### src/rtl/seg_display.sv
// Bus-mapped eight-digit common-anode seven-segment scanner with data/control readback.
// Optional leading-zero blanking is compiled in when SEG_DISPLAY_LZB_EN is defined.
module seg_display #(
    parameter logic [15:0] SCAN_DIV  = 16'd50000,
    parameter logic [31:0] DATA_ADDR = 32'h0000_7f38,
    parameter logic [31:0] CTRL_ADDR = 32'h0000_7f3c
) (
    input  logic        clk,
    input  logic        reset,
    input  logic [31:0] ADD_I,
    input  logic [31:0] DAT_I,
    input  logic        WE_I,
    output logic [31:0] DAT_O,
    output logic [7:0]  seg_n,
    output logic [7:0]  an_n
);

    logic [31:0] data_r;
    logic [15:0] ctrl_r;
    logic [15:0] cnt_r;
    logic [2:0]  idx_r;

    logic        sel_data;
    logic        sel_ctrl;
    logic [7:0]  en_mask;
    logic [7:0]  dp_mask;
    logic [3:0]  nibble;
    logic        digit_on;
    logic [6:0]  hex_seg;

    assign sel_data = (ADD_I == DATA_ADDR);
    assign sel_ctrl = (ADD_I == CTRL_ADDR);
    assign en_mask  = ctrl_r[7:0];
    assign dp_mask  = ctrl_r[15:8];
    assign nibble   = data_r[{idx_r, 2'b00} +: 4];

    // Active-low g..a patterns for one hex nibble.
    function automatic logic [6:0] hex_to_seg(input logic [3:0] value);
        case (value)
            4'h0:    return 7'h40;
            4'h1:    return 7'h79;
            4'h2:    return 7'h24;
            4'h3:    return 7'h30;
            4'h4:    return 7'h19;
            4'h5:    return 7'h12;
            4'h6:    return 7'h02;
            4'h7:    return 7'h78;
            4'h8:    return 7'h00;
            4'h9:    return 7'h10;
            4'hA:    return 7'h08;
            4'hB:    return 7'h03;
            4'hC:    return 7'h46;
            4'hD:    return 7'h21;
            4'hE:    return 7'h06;
            default: return 7'h0E;
        endcase
    endfunction

    assign hex_seg = hex_to_seg(nibble);

`ifdef SEG_DISPLAY_LZB_EN
    // A digit above 0 goes dark when it and every more-significant nibble are zero.
    logic lz_blank;
    assign lz_blank = (idx_r != 3'd0) && ((data_r >> {idx_r, 2'b00}) == 32'd0);
    assign digit_on = en_mask[idx_r] && !lz_blank;
`else
    assign digit_on = en_mask[idx_r];
`endif

    // NOTE: every always_comb target gets a default first, so no path can infer a latch.
    always_comb begin
        DAT_O = 32'd0;
        if (sel_data)
            DAT_O = data_r;
        else if (sel_ctrl)
            DAT_O = {16'd0, ctrl_r};
    end

    // NOTE: all state uses non-blocking assignments so every register samples pre-edge values.
    always_ff @(posedge clk) begin
        if (reset) begin
            data_r <= 32'd0;
            ctrl_r <= 16'h00FF;
        end else if (WE_I) begin
            if (sel_data)
                data_r <= DAT_I;
            else if (sel_ctrl)
                ctrl_r <= DAT_I[15:0];
        end
    end

    always_ff @(posedge clk) begin
        if (reset) begin
            cnt_r <= 16'd0;
            idx_r <= 3'd0;
        end else if (cnt_r == SCAN_DIV - 16'd1) begin
            cnt_r <= 16'd0;
            idx_r <= idx_r + 3'd1;
        end else begin
            cnt_r <= cnt_r + 16'd1;
        end
    end

    // Outputs are registered from the current scan slot, so they trail idx_r by one edge.
    always_ff @(posedge clk) begin
        if (reset || !digit_on) begin
            an_n  <= 8'hFF;
            seg_n <= 8'hFF;
        end else begin
            an_n  <= ~(8'd1 << idx_r);
            seg_n <= {~dp_mask[idx_r], hex_seg};
        end
    end

endmodule

### config.mk
export PLATFORM = sky130hd
export DESIGN_NAME = seg_display
export DESIGN_NICKNAME = d
export VERILOG_FILES = /design/src/rtl/seg_display.sv
export SDC_FILE = /design/constraint.sdc
export NUM_CORES = 1
export LEC_CHECK = 0
export ABC_AREA = 1
export BUFFER_PORTS_ARGS = -buffer_cell sky130_fd_sc_hd__buf_4
export CAP_MARGIN = 30
export CORE_ASPECT_RATIO = 1.1
export CORE_MARGIN = 10
export CORE_UTILIZATION = 25
export CTS_CLUSTER_SIZE = 40
export DETAILED_ROUTE_END_ITERATION = 10
export MAX_ROUTING_LAYER = met4
export PLACE_DENSITY_LB_ADDON = 0.25
export SLEW_MARGIN = 25
export SYNTH_ARGS = -nofsm -noshare
export SYNTH_HDL_FRONTEND = slang
export SYNTH_SLANG_ARGS = --single-unit
### constraint.sdc
create_clock -name clk -period 3.3 [get_ports clk]
set_input_delay 0.66 -clock clk [delete_from_list [all_inputs] [get_ports clk]]
set_output_delay 0.66 -clock clk [all_outputs]
set_load 0.01 [all_outputs]
==> results.toml, run 1 <==
[run_status]
status = "finished, final reports clean"

[floorplan]
initial_core_util_pct = 25.4
die_w_um = 153
dieArea_um2 = 25400
ios = 115
rows = 53
die_h_um = 166
design.core.area_um2 = 19100

[grt]
grt_pass1_vias = 4788
antenna_found_initial = 0
grt_max_degree = 51
grt.overflow.total = 0
grt_use_total_pct = 12.5
grt_pass1_wl_um = 25400

[setup_path]
critPathCaptureType = "output port"
path_max_fanout = 14
arrival_ns = 2.20
rrSetupSlack_ns = 1.29
path_class = "input pin to output port"
required_ns = 2.64
start_kind = "input pin"

[final_layout]
num-nets-final = 950
utilization_pct = 32.8
n_antenna_cell = 0
mostFrequentLayoutCell = "nand2_1"
stdcell_count = 1123
fillCellCount = 2122
layout_common_cells = "202 x nand2_1, 132 x inv_1, 127 x buf_4"
syn2layout_area_growth_pct = 29.1
drive_gt1_share_pct = 19.9

[timing]
worst_slew_pin_slew_ns = 0.774
fin_setup_tns_ns = 0
worst_slack_ns = 0.437
finalCriticalPeriod_ns = 2.86
period_share_pct = 86.7
max_slew_margin_pct = 48.3
hold_violations = 0
setup_viol = 0
timing.fmax_ghz = 0.349
grt_setup_unrepaired = "no"
clock_skew_ns = 0.00772
drv_slew = 0
whs_ns = 0.456

[detailed_routing]
drcViolationCount = 0
wl_per_cell_um = 13.9
drtIter0Drc = 263
firstDrtPassIters = 5
routed_wl_um = 15600
vias = 4910
drt-vias-per-instance = 4.37
ant_nets = 0

[synthesis]
synth_top_area_share_pct = 34.3
syn_inst = 768
avgSynthCellArea_um2 = 6.31
syn_nets = 847
async_flop_share_pct = 0
yosysUniqueCellTypes = 36
ys.flop_type = "dfxtp_1"
synth_area_leader_cell = "dfxtp_1"
ys_seq_elements = 83
yosys_warnings = 0
ys_top_cells_by_area = "dfxtp_1 34%, nand2_1 16%, inv_1 10%"
netlist_area_um2 = 4850
synth_edf_count = 0
seq_area_frac_synth_pct = 34.3

[clock_tree]
cts_root_buf = "clkbuf_16"
cts_setup_buffers = 0
cts_resized = 0
htree_levels = 3
path_clk_slew_ns = 0.06
clock_path_buffers = 2
cts_buffers = 9
cts_sinks = 83
cts_hold_buf = 0
cts_tree = "built"
clock_latency_ns = 0.35

[place]
routabilityCongestion = 0.851
dp_hpwl_um = 11600
io_buffer_count = 114
dpl.cell_count = 1107
place_ws_ns = 0.422

[power_and_ir_drop]
p_leak_nw = 3.02
power_density_nw_per_um2 = 375
ir_drop_v = 0.000233

[flow_run]
cap_violations = 0

[min_path]
hp-class = "flip-flop to flip-flop"
==> power by group <==
part / total (W) / internal (W) / switching (W)
logic: 0.000145 / 0.0000734 / 0.0000715
clock network: 0.00119 / 0.000761 / 0.000428
registers: 0.00101 / 0.00101 / 0.00000337
==> logic make-up after synthesis <==
group                      count (synthesis)  share of synthesized area, %
buffers and inverters                    171                          14.8
AOI/OAI and AO/OA                         41                          4.83
and+or+nand+nor                          459                          42.6
DFF                                       83                          34.3
xor gates and xnor gates                   2                         0.362
adders and majority gates                 12                          3.10
==> registers in the layout, summed over array words and instances, names as in the netlist <==
signal and count:
an_n 8, cnt_r 16, data_r 32, ctrl_r 16
seg_n 8, idx_r 3
==> worst max-delay path, stage by stage <==
cell and delay [ns]:
buf_4 0.11, nor2_1 0.09, nand2_1 0.05, nor2_1 0.15, nand2_1 0.17, inv_2 0.10
nand3_2 0.29, buf_4 0.29, o21ai_0 0.15, buf_4 0.14
==> through the flow <==
step	total power, W	area [µm²]
floorplan	0.00110	4850
global placement	0.00118	5900
detailed placement	0.00118	5900
CTS	0.00239	6250
global route	0.00244	6250
finish	0.00235	6250
==> cells in the mapped netlist, types with 2 or more instances <==
master,count
buf_6,5
a21oi_1,12
buf_1,3
o21ai_0,9
a32o_1,2
o21ai_2,3
o21ai_1,11
clkbuf_1,8
inv_2,2
nor2_2,8
buf_4,5
nor2_1,95
or2_2,4
nor3_1,7
o211ai_1,2
nand3_2,4
inv_1,132
nand3_1,86
nand2_1,202
ha_1,12
nand4_1,41
nor2_4,3
buf_2,14
dfxtp_1,83
nand2_2,4
==> routing by layer <==
metal | GRT usage, % | share of wire, % | wire [µm] | vias up
met5 | - | 0 | 0 | -
met4 | 5.27 | 2.3 | 352 | 0
met3 | 1.99 | 4.5 | 703 | 21
met2 | 19.7 | 47 | 7310 | 113
met1 | 15.4 | 46 | 7230 | 2186
li1 | - | - | - | 2590
==> path summary, 6_finish.rpt <==
check,from,end,cells past startpoint
setup / recovery,ADD_I[27],DAT_O[9],10
setup reg to reg,idx_r[0]$_SDFFE_PP0N_,seg_n[6]$_SDFF_PP1_,11
hold reg to reg,cnt_r[0]$_SDFF_PP0_,cnt_r[0]$_SDFF_PP0_,1
hold / removal,cnt_r[0]$_SDFF_PP0_,cnt_r[0]$_SDFF_PP0_,1
==> final cells by class <==
| class | instances | area, µm² | area share [%] |
|---|---|---|---|
| well taps | 247 | 309 | 4.94 |
| flip-flops and latches | 83 | 1660 | 26.6 |
| clock buffers | 10 | 239 | 3.82 |
| inverters | 136 | 513 | 8.20 |
| repair buffers | 127 | 953 | 15.2 |
| multi-input cells | 514 | 2470 | 39.4 |
| clock inverters | 6 | 113 | 1.80 |
Power figures use the tool's default switching activity.
==> run 2, diff against run 1 <==
CORE_MARGIN = not set   (was 10)
TNS_END_PERCENT = 10   (was not set)
==> results.toml, run 2 (synthesized netlist as in run 1, its figures left out) <==
[setup_path]
rrSetupSlack_ns = 1.32
reg2reg_to = "seg_n[5]$_SDFF_PP1_"
critPathCaptureType = "output port"
crit_path_end = "DAT_O[17]"
worstRegToRegCells = 11
regToRegStartpoint = "idx_r[0]$_SDFFE_PP0N_"
path_max_fanout = 15
path_class = "input pin to output port"
crit_start = "ADD_I[29]"
arrival_ns = 2.26
start_kind = "input pin"
required_ns = 2.64

[floorplan]
ios = 115
dieArea_um2 = 19900
die_w_um = 135
design.core.area_um2 = 19000
die_h_um = 148
initial_core_util_pct = 25.5
rows = 53

[power_and_ir_drop]
intPower_w = 0.00167
p_seq_share_pct = 46.8
p_leak_nw = 2.99
power_frac_clock_pct = 46.5
combPwrFrac_pct = 6.7
ir_drop_v = 0.000238
switching_share_pct = 23.1
total_power_w = 0.00217
power.switching_w = 0.000499
power_density_nw_per_um2 = 349

[clock_tree]
clock_path_buffers = 2
clock_latency_ns = 0.35
cts_tree = "built"
cts_hold_buf = 0
htree_levels = 3
cts_setup_buffers = 0
cts_sinks = 83
path_clk_slew_ns = 0.06
cts_root_buf = "clkbuf_16"
cts_buffers = 9
cts_resized = 0

[detailed_routing]
drcViolationCount = 0
vias = 4925
drt-vias-per-instance = 4.39
firstDrtPassIters = 6
routed_wl_um = 14800
drtIter0Drc = 245
wl_per_cell_um = 13.2
ant_nets = 0

[grt]
grt_max_degree = 49
antenna_found_initial = 0
grt_pass1_wl_um = 24500
grt.overflow.total = 0
grt_use_total_pct = 16.2
grt_pass1_vias = 4833

[final_layout]
syn2layout_area_growth_pct = 28.0
n_antenna_cell = 0
stdcell_count = 1123
mostFrequentLayoutCell = "nand2_1"
largest_reg_flops = 32
reg_top3 = "data_r x32, cnt_r x16, ctrl_r x16"
top_register = "data_r"
num-nets-final = 951
drive_gt1_share_pct = 19.9
layout_common_cells = "202 x nand2_1, 132 x inv_1, 128 x buf_4"

[timing]
setup_viol = 0
hold_violations = 0
finalCriticalPeriod_ns = 2.92
max_slew_margin_pct = 53.0
worst_slew_pin_slew_ns = 0.704
grt_setup_unrepaired = "no"
drv_slew = 0
clock_skew_ns = 0.00895
timing.fmax_ghz = 0.343
period_share_pct = 88.5
worst_slack_ns = 0.381
fin_setup_tns_ns = 0

[place]
routabilityCongestion = 0.809
dpl.cell_count = 1108
dp_hpwl_um = 10800
place_ws_ns = 0.373
io_buffer_count = 114

[min_path]
hp-class = "flip-flop to flip-flop"

[flow_run]
cap_violations = 0

[run_status]
status = "finished, final reports clean"
## run 2: how the worst min path moves through the flow
stage	slack, ns	from	to	cells past startpoint
finish	0.45	cnt_r[0]$_SDFF_PP0_	cnt_r[0]$_SDFF_PP0_	1
global route	0.50	cnt_r[0]$_SDFF_PP0_	cnt_r[0]$_SDFF_PP0_	1
CTS	0.46	cnt_r[0]$_SDFF_PP0_	cnt_r[0]$_SDFF_PP0_	1
detailed placement	0.44	cnt_r[0]$_SDFF_PP0_	cnt_r[0]$_SDFF_PP0_	1
global placement	0.44	cnt_r[0]$_SDFF_PP0_	cnt_r[0]$_SDFF_PP0_	1
floorplan	0.42	cnt_r[0]$_SDFF_PP0_	cnt_r[0]$_SDFF_PP0_	1
## run 2: layout make-up
class	count	area, µm²
inverters	136	513
multi-input cells	514	2470
flip-flops and latches	83	1660
repair buffers	128	961
clock buffers	9	225
fillers	2099	12800
clock inverters	6	65.1
well taps	247	309
## run 2: metal layers
layer  global-route usage [%]  part of all wire (%)  vias to the layer above
li1                         -                     -                     2597
met1                     20.1                    48                     2204
met2                     26.4                    46                      106
met3                     2.95                   4.2                       18
met4                     5.45                   1.6                        0
met5                        -                     0                        -
## run 2: critical path, cell delays in order
cell and delay (ns):
buf_4 0.10, nor2_1 0.09, nand2_1 0.06, nor2_1 0.15, nand2_1 0.17, inv_2 0.10, nand3_2 0.32, buf_4 0.33
nor2_1 0.13, buf_4 0.14
## run 2: metrics by stage
step                      utilization (%)  hold slack [ns]  area (µm²)
after floorplan                         -            0.418        4850
after global placement               31.1            0.435        5910
after detailed placement             31.1            0.441        5910
after CTS                            32.6            0.455        6200
after global routing                 32.6            0.498        6200
final                                32.6            0.451        6200
## run 2: power groups by stage
stage                     Sequential (W)  Clock [W]  Combinational (W)
after floorplan                  0.00104          0          0.0000594
after global placement           0.00103          0           0.000146
after detailed placement         0.00104          0           0.000147
after CTS                        0.00101    0.00105           0.000147
after global routing             0.00101    0.00108           0.000164
final                            0.00101    0.00101           0.000146
